### src/rtl/cluster_cache_pkg.sv
`default_nettype none
// ----------------------------------------------------------------------------
// cluster_cache_pkg : shared types and widths for the cluster cache front end
// Rev 1.0
// ----------------------------------------------------------------------------
package cluster_cache_pkg;

  localparam int unsigned DEF_TID_WIDTH      = 6;
  localparam int unsigned DEF_SID_WIDTH      = 3;
  localparam int unsigned DEF_BLOCK_IDX_BITS = 4;

  typedef logic [DEF_SID_WIDTH-1:0] unit_idx_t;

  function automatic int unsigned data_width(input int unsigned block_idx_bits);
    return 8 * (1 << block_idx_bits);
  endfunction

  localparam int unsigned DEF_DATA_WIDTH = data_width(DEF_BLOCK_IDX_BITS);
  localparam int unsigned DEF_BE_WIDTH   = DEF_DATA_WIDTH / 8;

endpackage
`default_nettype wire

### src/rtl/rr_arbiter_lzc.sv
`default_nettype none
// ----------------------------------------------------------------------------
// rr_arbiter_lzc : combinational round-robin grant, first eligible at/after ptr
// Rev 1.0
// ----------------------------------------------------------------------------
module rr_arbiter_lzc
  import cluster_cache_pkg::*;
#(
  parameter int NUM_REQ = 4
) (
  input  logic [NUM_REQ-1:0] i_eligible,
  input  unit_idx_t          i_ptr,
  output logic [NUM_REQ-1:0] o_grant,
  output unit_idx_t          o_grant_idx,
  output logic               o_any
);

  // Walk the rotated vector from the far end so the candidate nearest ptr wins.
  always_comb begin
    int w_idx;
    w_idx       = 0;
    o_grant     = '0;
    o_grant_idx = '0;
    o_any       = 1'b0;
    for (int k = NUM_REQ - 1; k >= 0; k--) begin
      w_idx = int'(i_ptr) + k;
      if (w_idx >= NUM_REQ) w_idx = w_idx - NUM_REQ;
      if (i_eligible[w_idx]) begin
        o_grant        = '0;
        o_grant[w_idx] = 1'b1;
        o_grant_idx    = unit_idx_t'(w_idx);
        o_any          = 1'b1;
      end
    end
  end

endmodule
`default_nettype wire

### src/rtl/cluster_cache_req_arbiter.sv
`default_nettype none
// ----------------------------------------------------------------------------
// cluster_cache_req_arbiter : merges unit request streams onto one cache port
// Rev 1.0
// ----------------------------------------------------------------------------
module cluster_cache_req_arbiter
  import cluster_cache_pkg::*;
#(
  parameter  int NUM_UNITS       = 4,
  parameter  int ADDRESS_WIDTH   = 32,
  parameter  int BLOCK_IDX_BITS  = DEF_BLOCK_IDX_BITS,
  parameter  int TID_WIDTH       = DEF_TID_WIDTH,
  parameter  int SID_WIDTH       = DEF_SID_WIDTH,
  parameter  int MAX_OUTSTANDING = 4,
  localparam int DATA_WIDTH      = int'(data_width(BLOCK_IDX_BITS)),
  localparam int BE_WIDTH        = DATA_WIDTH / 8,
  localparam int CNT_WIDTH       = $clog2(MAX_OUTSTANDING + 1)
) (
  input  logic                            clk_i,
  input  logic                            rst_ni,
  input  logic [NUM_UNITS-1:0]            unit_req_valid_i,
  output logic [NUM_UNITS-1:0]            unit_req_ready_o,
  input  logic [NUM_UNITS*ADDRESS_WIDTH-1:0] unit_req_addr_i,
  input  logic [NUM_UNITS-1:0]            unit_req_we_i,
  input  logic [NUM_UNITS*BE_WIDTH-1:0]   unit_req_be_i,
  input  logic [NUM_UNITS*DATA_WIDTH-1:0] unit_req_wdata_i,
  input  logic [NUM_UNITS*TID_WIDTH-1:0]  unit_req_tid_i,
  output logic [NUM_UNITS-1:0]            unit_rsp_valid_o,
  output logic [DATA_WIDTH-1:0]           unit_rsp_data_o,
  output logic [TID_WIDTH-1:0]            unit_rsp_tid_o,
  output logic                            unit_rsp_error_o,
  output logic                            cache_req_valid_o,
  input  logic                            cache_req_ready_i,
  output logic [ADDRESS_WIDTH-1:0]        cache_req_addr_o,
  output logic                            cache_req_we_o,
  output logic [BE_WIDTH-1:0]             cache_req_be_o,
  output logic [DATA_WIDTH-1:0]           cache_req_wdata_o,
  output logic [SID_WIDTH-1:0]            cache_req_sid_o,
  output logic [TID_WIDTH-1:0]            cache_req_tid_o,
  input  logic                            cache_rsp_valid_i,
  input  logic [SID_WIDTH-1:0]            cache_rsp_sid_i,
  input  logic [TID_WIDTH-1:0]            cache_rsp_tid_i,
  input  logic [DATA_WIDTH-1:0]           cache_rsp_data_i,
  input  logic                            cache_rsp_error_i,
  output logic                            idle_o
);

  logic [CNT_WIDTH-1:0]     r_cnt [NUM_UNITS];
  unit_idx_t                r_ptr;
  logic                     r_req_valid;
  logic [ADDRESS_WIDTH-1:0] r_req_addr;
  logic                     r_req_we;
  logic [BE_WIDTH-1:0]      r_req_be;
  logic [DATA_WIDTH-1:0]    r_req_wdata;
  logic [SID_WIDTH-1:0]     r_req_sid;
  logic [TID_WIDTH-1:0]     r_req_tid;
  logic [NUM_UNITS-1:0]     r_rsp_valid;
  logic [DATA_WIDTH-1:0]    r_rsp_data;
  logic [TID_WIDTH-1:0]     r_rsp_tid;
  logic                     r_rsp_err;

  logic [NUM_UNITS-1:0]     w_elig;
  logic [NUM_UNITS-1:0]     w_grant;
  logic [NUM_UNITS-1:0]     w_dec;
  unit_idx_t                w_gidx;
  logic                     w_any;
  logic                     w_load_en;
  logic                     w_cnt_zero;
  logic [ADDRESS_WIDTH-1:0] w_sel_addr;
  logic                     w_sel_we;
  logic [BE_WIDTH-1:0]      w_sel_be;
  logic [DATA_WIDTH-1:0]    w_sel_wdata;
  logic [TID_WIDTH-1:0]     w_sel_tid;

  // A response only retires a request when its unit actually has one in flight.
  always_comb begin
    w_elig     = '0;
    w_dec      = '0;
    w_cnt_zero = 1'b1;
    for (int i = 0; i < NUM_UNITS; i++) begin
      w_elig[i] = unit_req_valid_i[i] && (r_cnt[i] < CNT_WIDTH'(MAX_OUTSTANDING));
      w_dec[i]  = cache_rsp_valid_i && (cache_rsp_sid_i == SID_WIDTH'(i)) && (r_cnt[i] != '0);
      if (r_cnt[i] != '0) w_cnt_zero = 1'b0;
    end
  end

  rr_arbiter_lzc #(
    .NUM_REQ (NUM_UNITS)
  ) u_rr (
    .i_eligible  (w_elig),
    .i_ptr       (r_ptr),
    .o_grant     (w_grant),
    .o_grant_idx (w_gidx),
    .o_any       (w_any)
  );

  assign w_load_en        = !r_req_valid || cache_req_ready_i;
  assign unit_req_ready_o = w_load_en ? w_grant : '0;

  always_comb begin
    w_sel_addr  = '0;
    w_sel_we    = 1'b0;
    w_sel_be    = '0;
    w_sel_wdata = '0;
    w_sel_tid   = '0;
    for (int i = 0; i < NUM_UNITS; i++) begin
      if (w_grant[i]) begin
        w_sel_addr  = unit_req_addr_i[i*ADDRESS_WIDTH +: ADDRESS_WIDTH];
        w_sel_we    = unit_req_we_i[i];
        w_sel_be    = unit_req_be_i[i*BE_WIDTH +: BE_WIDTH];
        w_sel_wdata = unit_req_wdata_i[i*DATA_WIDTH +: DATA_WIDTH];
        w_sel_tid   = unit_req_tid_i[i*TID_WIDTH +: TID_WIDTH];
      end
    end
  end

  always_ff @(posedge clk_i or negedge rst_ni) begin
    if (!rst_ni) begin
      r_ptr       <= '0;
      r_req_valid <= 1'b0;
      r_req_addr  <= '0;
      r_req_we    <= 1'b0;
      r_req_be    <= '0;
      r_req_wdata <= '0;
      r_req_sid   <= '0;
      r_req_tid   <= '0;
    end else if (w_load_en) begin
      r_req_valid <= w_any;
      if (w_any) begin
        r_req_addr  <= w_sel_addr;
        r_req_we    <= w_sel_we;
        r_req_be    <= w_sel_be;
        r_req_wdata <= w_sel_wdata;
        r_req_sid   <= SID_WIDTH'(w_gidx);
        r_req_tid   <= w_sel_tid;
        r_ptr       <= (int'(w_gidx) == NUM_UNITS - 1) ? '0 : w_gidx + unit_idx_t'(1);
      end
    end
  end

  always_ff @(posedge clk_i or negedge rst_ni) begin
    if (!rst_ni) begin
      for (int i = 0; i < NUM_UNITS; i++) r_cnt[i] <= '0;
    end else begin
      for (int i = 0; i < NUM_UNITS; i++) begin
        case ({unit_req_ready_o[i], w_dec[i]})
          2'b10:   r_cnt[i] <= r_cnt[i] + CNT_WIDTH'(1);
          2'b01:   r_cnt[i] <= r_cnt[i] - CNT_WIDTH'(1);
          default: r_cnt[i] <= r_cnt[i];
        endcase
      end
    end
  end

  always_ff @(posedge clk_i or negedge rst_ni) begin
    if (!rst_ni) begin
      r_rsp_valid <= '0;
      r_rsp_data  <= '0;
      r_rsp_tid   <= '0;
      r_rsp_err   <= 1'b0;
    end else begin
      r_rsp_valid <= w_dec;
      if (cache_rsp_valid_i) begin
        r_rsp_data <= cache_rsp_data_i;
        r_rsp_tid  <= cache_rsp_tid_i;
        r_rsp_err  <= cache_rsp_error_i;
      end
    end
  end

  // Stray responses (unknown unit or nothing in flight) are dropped.
  a_rsp_legal: assert property (@(posedge clk_i) disable iff (!rst_ni)
    cache_rsp_valid_i |-> (|w_dec));

  assign cache_req_valid_o = r_req_valid;
  assign cache_req_addr_o  = r_req_addr;
  assign cache_req_we_o    = r_req_we;
  assign cache_req_be_o    = r_req_be;
  assign cache_req_wdata_o = r_req_wdata;
  assign cache_req_sid_o   = r_req_sid;
  assign cache_req_tid_o   = r_req_tid;
  assign unit_rsp_valid_o  = r_rsp_valid;
  assign unit_rsp_data_o   = r_rsp_data;
  assign unit_rsp_tid_o    = r_rsp_tid;
  assign unit_rsp_error_o  = r_rsp_err;
  assign idle_o            = !r_req_valid && w_cnt_zero;

endmodule
`default_nettype wire

### config.mk
export PLATFORM = sky130hd
export DESIGN_NAME = cluster_cache_req_arbiter
export DESIGN_NICKNAME = d
export VERILOG_FILES = /design/src/rtl/cluster_cache_pkg.sv /design/src/rtl/rr_arbiter_lzc.sv /design/src/rtl/cluster_cache_req_arbiter.sv
export SDC_FILE = /design/constraint.sdc
export NUM_CORES = 1
export LEC_CHECK = 0
export BUFFER_PORTS_ARGS = -buffer_cell sky130_fd_sc_hd__clkbuf_2
export CAP_MARGIN = 0
export CORE_AREA = 2 2 467 469
export DETAILED_ROUTE_END_ITERATION = 7
export DIE_AREA = 0 0 469 471
export HOLD_SLACK_MARGIN = 0.06
export PLACE_DENSITY = 0.36
export SYNTH_ARGS = -nofsm -noshare
export SYNTH_HDL_FRONTEND = slang
export SYNTH_SLANG_ARGS = --single-unit
### constraint.sdc
create_clock -name clk_i -period 10.2 [get_ports clk_i]
set_clock_uncertainty 0.1 [all_clocks]
set_input_delay 2.04 -clock clk_i [delete_from_list [all_inputs] [get_ports clk_i]]
set_output_delay 2.04 -clock clk_i [all_outputs]
set_load 0.02 [all_outputs]
# Word level (Yosys, flattened, before mapping)

Index checks and enable logic that the tools add are counted.

Word-level logic and storage cells: 155
Bits of input ports: 878
Flip-flop bits (word level): 341
Output and inout bits: 331

Eq/ne operators: 12
Reduce and logical (&&, ||, !) cells: 29
Order comparisons: 16
Add/subtract/negate cells: 16
Mux-type cells: 66

Operators with widths:

| cell                                                                                 | count |
|---|---|
| 128-bit 2-to-1 mux                                                                   | 4 |
| 32-bit 2-to-1 mux                                                                    | 8 |
| 32-bit by 1-bit greater-or-equal comparator with 1-bit output, second input constant | 4 |
| 32-bit by 4-bit < comparator with 1-bit output, second input constant                | 4 |
| 32-bit by 4-bit greater-or-equal comparator with 1-bit output, second input constant | 3 |
| 32-bit by 4-bit subtractor with 32-bit output, second input constant                 | 3 |
| 16-bit 2-to-1 mux                                                                    | 4 |
| 1-bit 2-to-1 mux                                                                     | 24 |
| 6-bit 2-to-1 mux                                                                     | 4 |
| 3-bit one-hot mux with 2 select lines                                                | 4 |
| 4-bit 2-to-1 mux                                                                     | 5 |
| 1-bit logical AND                                                                    | 17 |
| 3-bit by 1-bit adder with 3-bit output, second input constant                        | 5 |
| 3-bit 2-to-1 mux                                                                     | 5 |
| 3-bit < comparator, second input constant                                            | 4 |
| 3-bit nonzero test                                                                   | 4 |
| 3-bit by 1-bit subtractor with 3-bit output, second input constant                   | 4 |
| 3-bit by 2-bit adder with 4-bit output, second input constant                        | 2 |
| 1-bit binary-select mux with 2-bit select                                            | 4 |
| 1-bit demux with 2-bit select                                                        | 4 |
| 2-bit by 1-bit == test with 1-bit output, second input constant                      | 4 |
| 2-bit == test, second input constant                                                 | 4 |
| 2-bit nonzero test                                                                   | 4 |
| 3-bit by 2-bit == test with 1-bit output, second input constant                      | 2 |
| 9 further kinds                                                                      | 9 |

# Longest topological paths before layout

Gate-level depths: netlist of run 1.

Depth in word-level cells: 15
Gate-level depth with buffers: 17
Depth with buffers taken out: 14

# Modules after synthesis

Synthesis of run 1 repeated with hierarchy kept, for this count alone.

Cells, all modules: 2,125
Area total of the unflattened synthesis: 20,912.6 um^2

Modules (own cells, without submodules):

| module                    | instances | seq. area each (um^2) | cells each | area an instance (um^2) |
|---|---|---|---|---|
| cluster_cache_req_arbiter | 1         | 8,533.2               | 2,056      | 20,330.7 |
| rr_arbiter_lzc            | 1         | 0.0                   | 69         | 581.8 |

# Worst setup path after synthesis of run 1

OpenSTA, ideal clock, no wires.

Path type: input port to output port
Start point: input unit_req_valid_i[2]
End point: output unit_req_ready_o[2]
Buffers on the path: 3
Path slack: 4.079 ns
Stages: 9
Data required time: 8.060 ns
Arrival time: 3.981 ns
Cell sequence: nor2b_1 -> mux4_2 -> buf_2 -> and3_1 -> o311ai_4 -> buf_2 -> buf_2 -> nand2b_1 -> inv_1

Word-level cells in the longest chain between the ends: 9
Elaborated cells between the ends (all ways): 18
Those cells by class: mux: 17; reduce/logical: 1

Ends and longest elaborated chain:

| item                                                 | line                            | text |
|---|---|---|
| start: declaration                                   | cluster_cache_req_arbiter.sv:21 | `input logic [NUM_UNITS-1:0] unit_req_valid_i,` |
| 1-bit logical AND (*)                                | cluster_cache_req_arbiter.sv:81 | `w_elig[i] = unit_req_valid_i[i] && (r_cnt[i] < CNT_WIDTH'(MAX_OUTSTANDING));` |
| 1-bit binary-select mux with 2-bit select            | rr_arbiter_lzc.sv:28            | `if (i_eligible[w_idx]) begin` |
| 1-bit 2-to-1 mux (implied by the code) (2 in series) | rr_arbiter_lzc.sv:28            |  |
| 4-bit 2-to-1 mux (3 in series)                       | rr_arbiter_lzc.sv:28            |  |
| 4-bit 2-to-1 mux (*)                                 | rr_arbiter_lzc.sv:28            |  |
| 4-bit 2-to-1 mux (*)                                 | cluster_cache_req_arbiter.sv:98 | `assign unit_req_ready_o = w_load_en ? w_grant : '0;` |
| end: declaration                                     | cluster_cache_req_arbiter.sv:22 | `output logic [NUM_UNITS-1:0] unit_req_ready_o,` |

Every way passes the cells marked *; elsewhere a longest branch is shown, timed or not. The select of a mux whose other input is x is not followed.

# Final worst setup path of run 1

Start point: register r_ptr[0]
End point: output unit_req_ready_o[1]

Word-level cells in the longest chain between the ends: 12
Elaborated cells between the ends (all ways): 52
Those cells by class: add/sub: 7; order compare: 12; mux: 29; reduce/logical: 4

Ends and longest elaborated chain:

| item                                                                                                                                                  | line                             | text |
|---|---|---|
| start: declaration                                                                                                                                    | cluster_cache_req_arbiter.sv:49  | `unit_idx_t r_ptr;` |
| start signal: assignment                                                                                                                              | cluster_cache_req_arbiter.sv:136 | `r_ptr <= (int'(w_gidx) == NUM_UNITS - 1) ? '0 : w_gidx + unit_idx_t'(1);` |
| 3-bit by 2-bit adder with 4-bit output                                                                                                                | rr_arbiter_lzc.sv:26             | `w_idx = int'(i_ptr) + k;` |
| 32-bit by 4-bit subtractor with 32-bit output or 32-bit by 4-bit greater-or-equal comparator with 1-bit output (tied branches)                        | rr_arbiter_lzc.sv:27             | `if (w_idx >= NUM_REQ) w_idx = w_idx - NUM_REQ;` |
| 32-bit 2-to-1 mux                                                                                                                                     | rr_arbiter_lzc.sv:27             |  |
| 32-bit by 1-bit greater-or-equal comparator with 1-bit output (implied by the code) or 32-bit by 4-bit < comparator with 1-bit output (tied branches) | rr_arbiter_lzc.sv:30             | `o_grant[w_idx] = 1'b1;` |
| 1-bit logical AND (implied by the code)                                                                                                               | rr_arbiter_lzc.sv:30             |  |
| 1-bit 2-to-1 mux (implied by the code)                                                                                                                | rr_arbiter_lzc.sv:30             |  |
| 1-bit demux with 2-bit select                                                                                                                         | --                               |  |
| 4-bit 2-to-1 mux (3 in series)                                                                                                                        | rr_arbiter_lzc.sv:28             |  |
| 4-bit 2-to-1 mux (*)                                                                                                                                  | rr_arbiter_lzc.sv:28             |  |
| 4-bit 2-to-1 mux (*)                                                                                                                                  | cluster_cache_req_arbiter.sv:98  |  |

Marks and branches as above.

==> results of run 1 <==
worst max-delay path, cell delays in order, from the launching register on:
cell and delay, ps:
sky130_fd_sc_hd__dfrtp_1 690, sky130_fd_sc_hd__clkinv_1 500, sky130_fd_sc_hd__ha_1 600, sky130_fd_sc_hd__mux4_2 640
sky130_fd_sc_hd__nor3_1 480, sky130_fd_sc_hd__o311a_4 670, sky130_fd_sc_hd__nand2_1 240, sky130_fd_sc_hd__inv_1 100
sky130_fd_sc_hd__clkbuf_2 180
routing by layer:
metal | vias to the layer above | part of all wire
met2 | 1301 | 0.45
met5 | - | 0.0033
li1 | 8936 | -
met4 | 80 | 0.032
met1 | 10500 | 0.39
met3 | 296 | 0.12
per-stage QoR:
step / total power, mW / std cells / instance area [sq um] / worst slack (ps)
floorplan: 7.34 / 1740 / 17800 / 4080
detailed placement: 10.8 / 5653 / 27100 / 3370
CTS: 12.8 / 5739 / 28800 / 3100
global placement: 10.8 / 5653 / 27100 / 3380
global route: 13.4 / 5757 / 28800 / 2880
finish: 12.5 / 5788 / 28900 / 3280
area by class of cell:
class | count | area (sq um)
timing repair buffer | 1239 | 6360
clock inverter | 15 | 295
clock buffer | 71 | 1410
tap | 2854 | 3570
antenna | 49 | 123
sequential | 341 | 8530
fill | 25000 | 187000
inverter | 20 | 75.1
multi-input combinational | 1199 | 8530
worst paths after layout:
check | start | end | slack (ps) | cells past startpoint
setup reg to reg | r_ptr[0] | cache_req_wdata_o[7] | 4250 | 11
hold / removal | cache_req_sid_o[2] | cache_req_sid_o[2] | 390 | 2
max in group asynchronous | rst_ni | cache_req_wdata_o[113] | 7000 | 3
hold reg to reg | cache_req_sid_o[2] | cache_req_sid_o[2] | 390 | 2
min in group asynchronous | rst_ni | unit_rsp_data_o[125] | 1180 | 1
setup / recovery | r_ptr[0] | unit_req_ready_o[1] | 3280 | 8
power groups by stage:
stage	registers [mW]	logic [mW]	clock network (mW)
after floorplan	2.68	4.66	0
after global placement	2.26	8.53	0
after detailed placement	2.25	8.59	0
after CTS	2.24	8.60	1.95
after global routing	2.30	9.08	1.99
final	2.24	8.38	1.87
cells in the final DEF (no fill, tap or decap), types with 47 or more instances in the layout:
cell                        count
sky130_fd_sc_hd__a221o_1      183
sky130_fd_sc_hd__a311oi_1     178
sky130_fd_sc_hd__clkbuf_16     47
sky130_fd_sc_hd__clkbuf_2    1206
sky130_fd_sc_hd__dfrtp_1      341
sky130_fd_sc_hd__diode_2       49
sky130_fd_sc_hd__mux2_2       137
sky130_fd_sc_hd__nand2_1      200
sky130_fd_sc_hd__nand3_1      186
sky130_fd_sc_hd__nor2_1       196
cell families after synthesis:
kind of cell	Yosys count
compound gates	395
xor+xnor	15
fa+ha+maj	22
buf+inv	200
flops	341
mux	145
simple gates	622
flip-flops by register name, indices dropped and copies added, names as in the netlist, 4 cells and up:
signal and count:
r_cnt 12, unit_rsp_tid_o 6, cache_req_wdata_o 128, cache_req_addr_o 32, cache_req_tid_o 6, unit_rsp_data_o 128, unit_rsp_valid_o 4, cache_req_be_o 16
==> impl_metrics.json, run 1 <==
{
  "timing_hold_violations_final": 0,
  "core_area_sq_mm": 0.216,
  "drc": 0,
  "largest_cells_by_area_after_synthesis": "sky130_fd_sc_hd__dfrtp_1, sky130_fd_sc_hd__a221o_1, sky130_fd_sc_hd__a311oi_1, sky130_fd_sc_hd__mux2_2, sky130_fd_sc_hd__nand3_1",
  "std_cell_rows": 171,
  "via_count": 21100,
  "synth_top_family_by_area": "compound AO/OA/AOI/OAI gates",
  "die_w_um": 469,
  "grt_use_met2": 0.227,
  "synth-async-reset-ratio": 1.00,
  "power.density_cell_area_mw_per_mm2": 432,
  "dr.first_iter.drc_count": 1458,
  "input_output_buffers": 1208,
  "vdd_drop_max_uv": 347,
  "post_drt_via_cell_ratio": 3.64,
  "final-max-slew-violation-count": 0,
  "cp-start-kind": "flip-flop",
  "total_routing_usage_gr": 0.142,
  "postSynth.topFlopCell": "sky130_fd_sc_hd__dfrtp_1",
  "required_ps": 8060,
  "start_util": 0.0822,
  "average_instance_area_after_synthesis_sq_um": 10.2,
  "yosys-mux-area-fraction": 0.0935,
  "post-synth-top-area-fraction": 0.480,
  "design.final.nets": 3748,
  "post_cts_buffers": 0,
  "cts_resized": 0,
  "pin_count_of_the_biggest_net_entering_global_routing": 105,
  "basic_gate_share_of_the_synthesized_area_counting_and_or_nand_and_nor_cells": 0.150,
  "synth_compound_gate_area_share": 0.206,
  "post_synth_xor_area_fraction": 0.00740,
  "synth_top_cell_by_area": "sky130_fd_sc_hd__dfrtp_1",
  "cts.sinks": 341,
  "dieArea_sq_mm": 0.221,
  "static-leakage-power_nw": 12.9,
  "outcome": "completed",
  "boundaryPins": 1209,
  "cts-root-to-sink-buffers": 3,
  "post-route-period-util": 0.678,
  "finish.utilization": 0.134,
  "groute.layer.met1.usage": 0.164,
  "maxCapViolations": 0,
  "grt_antenna_before_repair": 155,
  "synthesized_area_fraction_occupied_by_adder_cells": 0.0172,
  "final_layout_size_suffix_gt1_frac": 0.509,
  "fmax_ghz": 0.145,
  "via_count_of_the_first_global_routing_pass": 20900,
  "switching_power_mw": 6.99,
  "use_met3": 0.0701,
  "pwr-share-seq": 0.180,
  "power.share.clock": 0.149,
  "grt_remaining_overflow": 0,
  "flow.area_growth_from_synthesis_pct": 62.7,
  "post_synth_edffs": 0,
  "drt-wirelength-per-cell_um": 28.5,
  "hp-class": "reg -> reg",
  "dp.final_hpwl_mm": 137,
  "worst_slew_pin_slew_ps": 1080,
  "floorplan.die.height_um": 471,
  "tritoncts.num_buffers": 47,
  "critPathCaptureType": "output port",
  "ant_nets": 0,
  "clockRootBuffer": "sky130_fd_sc_hd__clkbuf_16",
  "grt_busiest_layer": "met2",
  "netlist_area_sq_mm": 0.0178,
  "sw_frac_of_total": 0.559,
  "syn_nets": 2640,
  "synth_common_cells": "sky130_fd_sc_hd__dfrtp_1, sky130_fd_sc_hd__nand2_1, sky130_fd_sc_hd__nor2_1, sky130_fd_sc_hd__nand3_1",
  "clock_insertion_delay_worst_skew_ps": 670,
  "timing.critical_path.arrival_ps": 4780,
  "finalSetupViolCount": 0,
  "number_of_flip_flops_and_latches_in_the_synthesized_netlist": 341,
  "cts_tree": "done",
  "synth_sequential_area_ratio": 0.480,
  "cts_htree_levels": 2,
  "totalWireLength_mm": 165,
  "slew-limit-headroom": 0.278,
  "grt_first_pass_wirelength_mm": 208,
  "gp_congestion": 0.931,
  "firstDrtPassIters": 5,
  "timing.critical_path.fanout_max": 43,
  "layout_min_cycle_time_ps": 6920,
  "netlist_instances": 1740,
  "rsz0062_at_grt": "no",
  "hold-worst-slack_ps": 386,
  "cell_internal_power_dissipation_mw": 5.50,
  "post-synth-top-count-cell": "sky130_fd_sc_hd__dfrtp_1",
  "ctsHoldBuffers": 0,
  "p_comb_frac": 0.671,
  "worst_setup_hold_path_clk_slew_ps": 60,
  "yosys_warnings": 0,
  "yosys.cell_types.count": 50,
  "fin_tns_setup_ps": 0,
  "timing.setup.critical_path_class": "reg -> out"
}
Note: power is estimated with default switching activity, not from simulation.
==> run 2, diff against run 1 <==
CORE_AREA = 2 2 470 472   (was 2 2 467 469)
DIE_AREA = 0 0 472 474   (was 0 0 469 471)
PLACE_DENSITY = 0.37   (was 0.36)
clock period = 5.6 ns   (was 10.2 ns; I/O delays follow)
==> impl_metrics.json, run 2 (same netlist as run 1, synthesis figures left out) <==
{
  "worst_setup_hold_path_clk_slew_ps": 60,
  "met3WireLength_mm": 20.1,
  "cp_top_family": "multiplexers",
  "maxCapViolations": 0,
  "crit_path_top_delay_cell": "sky130_fd_sc_hd__mux4_2",
  "clockRootBuffer": "sky130_fd_sc_hd__clkbuf_16",
  "fin_tns_setup_ps": 0,
  "design.final.nets": 3784,
  "timing.critical_path.arrival_ps": 3970,
  "die_w_um": 472,
  "numPlacedInstances": 5702,
  "hold-worst-slack_ps": 327,
  "required_ps": 4380,
  "timing.setup.critical_path_class": "reg -> out",
  "final_layout_size_suffix_gt1_frac": 0.517,
  "hp-class": "in -> async",
  "core_area_sq_mm": 0.219,
  "static-leakage-power_nw": 13.2,
  "grt_first_pass_wirelength_mm": 212,
  "critical_path.cell_chain": "inv_1, ha_1, mux4_2, or3_1, a311oi_4, nand2_1, inv_1, clkbuf_2",
  "ant_nets": 0,
  "dp.final_hpwl_mm": 138,
  "input_output_buffers": 1208,
  "total_power_mw": 23.7,
  "cts-root-to-sink-buffers": 3,
  "layout.cells.most_common_list": "sky130_fd_sc_hd__clkbuf_2, sky130_fd_sc_hd__dfrtp_1, sky130_fd_sc_hd__nand2_1, sky130_fd_sc_hd__nor2_1, sky130_fd_sc_hd__nand3_1",
  "fmax_ghz": 0.193,
  "timing.critical_path.fanout_max": 12,
  "flow.area_growth_from_synthesis_pct": 65.4,
  "cts_tree": "done",
  "final_cells": 5841,
  "drt-wirelength-per-cell_um": 28.4,
  "cts.sinks": 341,
  "grt_antenna_before_repair": 144,
  "outcome": "completed",
  "slew-limit-headroom": 0.308,
  "dr.first_iter.drc_count": 1599,
  "finalSetupViolCount": 0,
  "layout_min_cycle_time_ps": 5190,
  "dieArea_sq_mm": 0.224,
  "post_drt_via_cell_ratio": 3.63,
  "firstDrtPassIters": 5,
  "totalWireLength_mm": 166,
  "drc": 0,
  "cp-start-kind": "flip-flop",
  "detail_route.wirelength.met1_mm": 63.4,
  "std_cell_rows": 172,
  "start_util": 0.0812,
  "final-max-slew-violation-count": 0,
  "timing_hold_violations_final": 0,
  "ctsHoldBuffers": 0,
  "cpPeakStageDelay_ps": 620,
  "met2WireLength_mm": 74.6,
  "total_routing_usage_gr": 0.142,
  "vdd_drop_max_uv": 511,
  "power.density_cell_area_mw_per_mm2": 807,
  "grt_remaining_overflow": 0,
  "tritoncts.num_buffers": 50,
  "pin_count_of_the_biggest_net_entering_global_routing": 130,
  "boundaryPins": 1209,
  "floorplan.die.height_um": 474,
  "clock_insertion_delay_worst_skew_ps": 670,
  "via_count": 21200,
  "worst_slew_pin_slew_ps": 1030,
  "post-route-period-util": 0.927,
  "critical_path_most_common_cell": "sky130_fd_sc_hd__inv_1",
  "timing.critical_path.buf_inv": 3,
  "cts_htree_levels": 2,
  "dr.max_layer_used": "met5",
  "mostFrequentLayoutCell": "sky130_fd_sc_hd__clkbuf_2",
  "rsz0062_at_grt": "no",
  "via_count_of_the_first_global_routing_pass": 21500,
  "critPathCaptureType": "output port",
  "gp_congestion": 0.931,
  "filler_cell_count": 25100
}
## run 2: changes by cell type in the layout (fill, tap and decap cells not counted), moves of 2 or more
cell | previous run | this run
sky130_fd_sc_hd__buf_4 | 26 | 45
sky130_fd_sc_hd__clkbuf_1 | 10 | 7
sky130_fd_sc_hd__clkinv_4 | 0 | 2
sky130_fd_sc_hd__buf_12 | 5 | 19
sky130_fd_sc_hd__clkbuf_16 | 47 | 50
sky130_fd_sc_hd__clkinvlp_4 | 2 | 6
sky130_fd_sc_hd__clkbuf_8 | 14 | 9
sky130_fd_sc_hd__diode_2 | 49 | 51
## run 2: cell type report
class,instances,area [sq um],share of cell area
diodes,51,128,0.00434
clock buffers,66,1400,0.0477
clock inverters,21,329,0.0112
inverters,20,78.8,0.00268
multi-input cells,1199,8530,0.290
flip-flops and latches,341,8530,0.291
well taps,2871,3590,0.122
repair buffers,1272,6780,0.231
## run 2: timing repair
item,in CTS,in global routing
buffers inserted,1,0
pin swaps,1,0
gates resized for setup,0,2
endpoints found under the setup margin,1,1
## run 2: path summary, 6_finish.rpt
kind,slack [ps],endpoint,cells after the start,startpoint
max in group asynchronous,3870,cache_req_wdata_o[84],2,rst_ni
max reg2reg,1010,cache_req_wdata_o[81],10,r_ptr[1]
min,330,unit_rsp_data_o[106],1,rst_ni
max,410,unit_req_ready_o[0],8,r_ptr[1]
min in group clk_i,400,unit_rsp_data_o[55],1,unit_rsp_data_o[55]
min reg2reg,400,unit_rsp_data_o[55],1,unit_rsp_data_o[55]
## run 2: metrics by stage
| step | setup WS (ps) | instance area, sq um | util |
|---|---|---|---|
| after floorplan | 1140 | 17800 | - |
| after global placement | 669 | 27500 | 0.126 |
| after detailed placement | 535 | 27500 | 0.126 |
| after CTS | 34.3 | 29200 | 0.134 |
| after global routing | 101 | 29300 | 0.134 |
| final | 408 | 29400 | 0.134 |
## run 2: per-layer routing
layer,GRT usage,vias to the layer above
li1,-,8996
met2,0.225,1256
met5,0,-
met3,0.0716,320
met4,0.0604,108
met1,0.160,10500
## run 2: power breakdown
group	switching [mW]	internal, mW
registers	0.662	3.46
clock network	1.45	2.00
logic	10.9	5.23
total	13.0	10.7
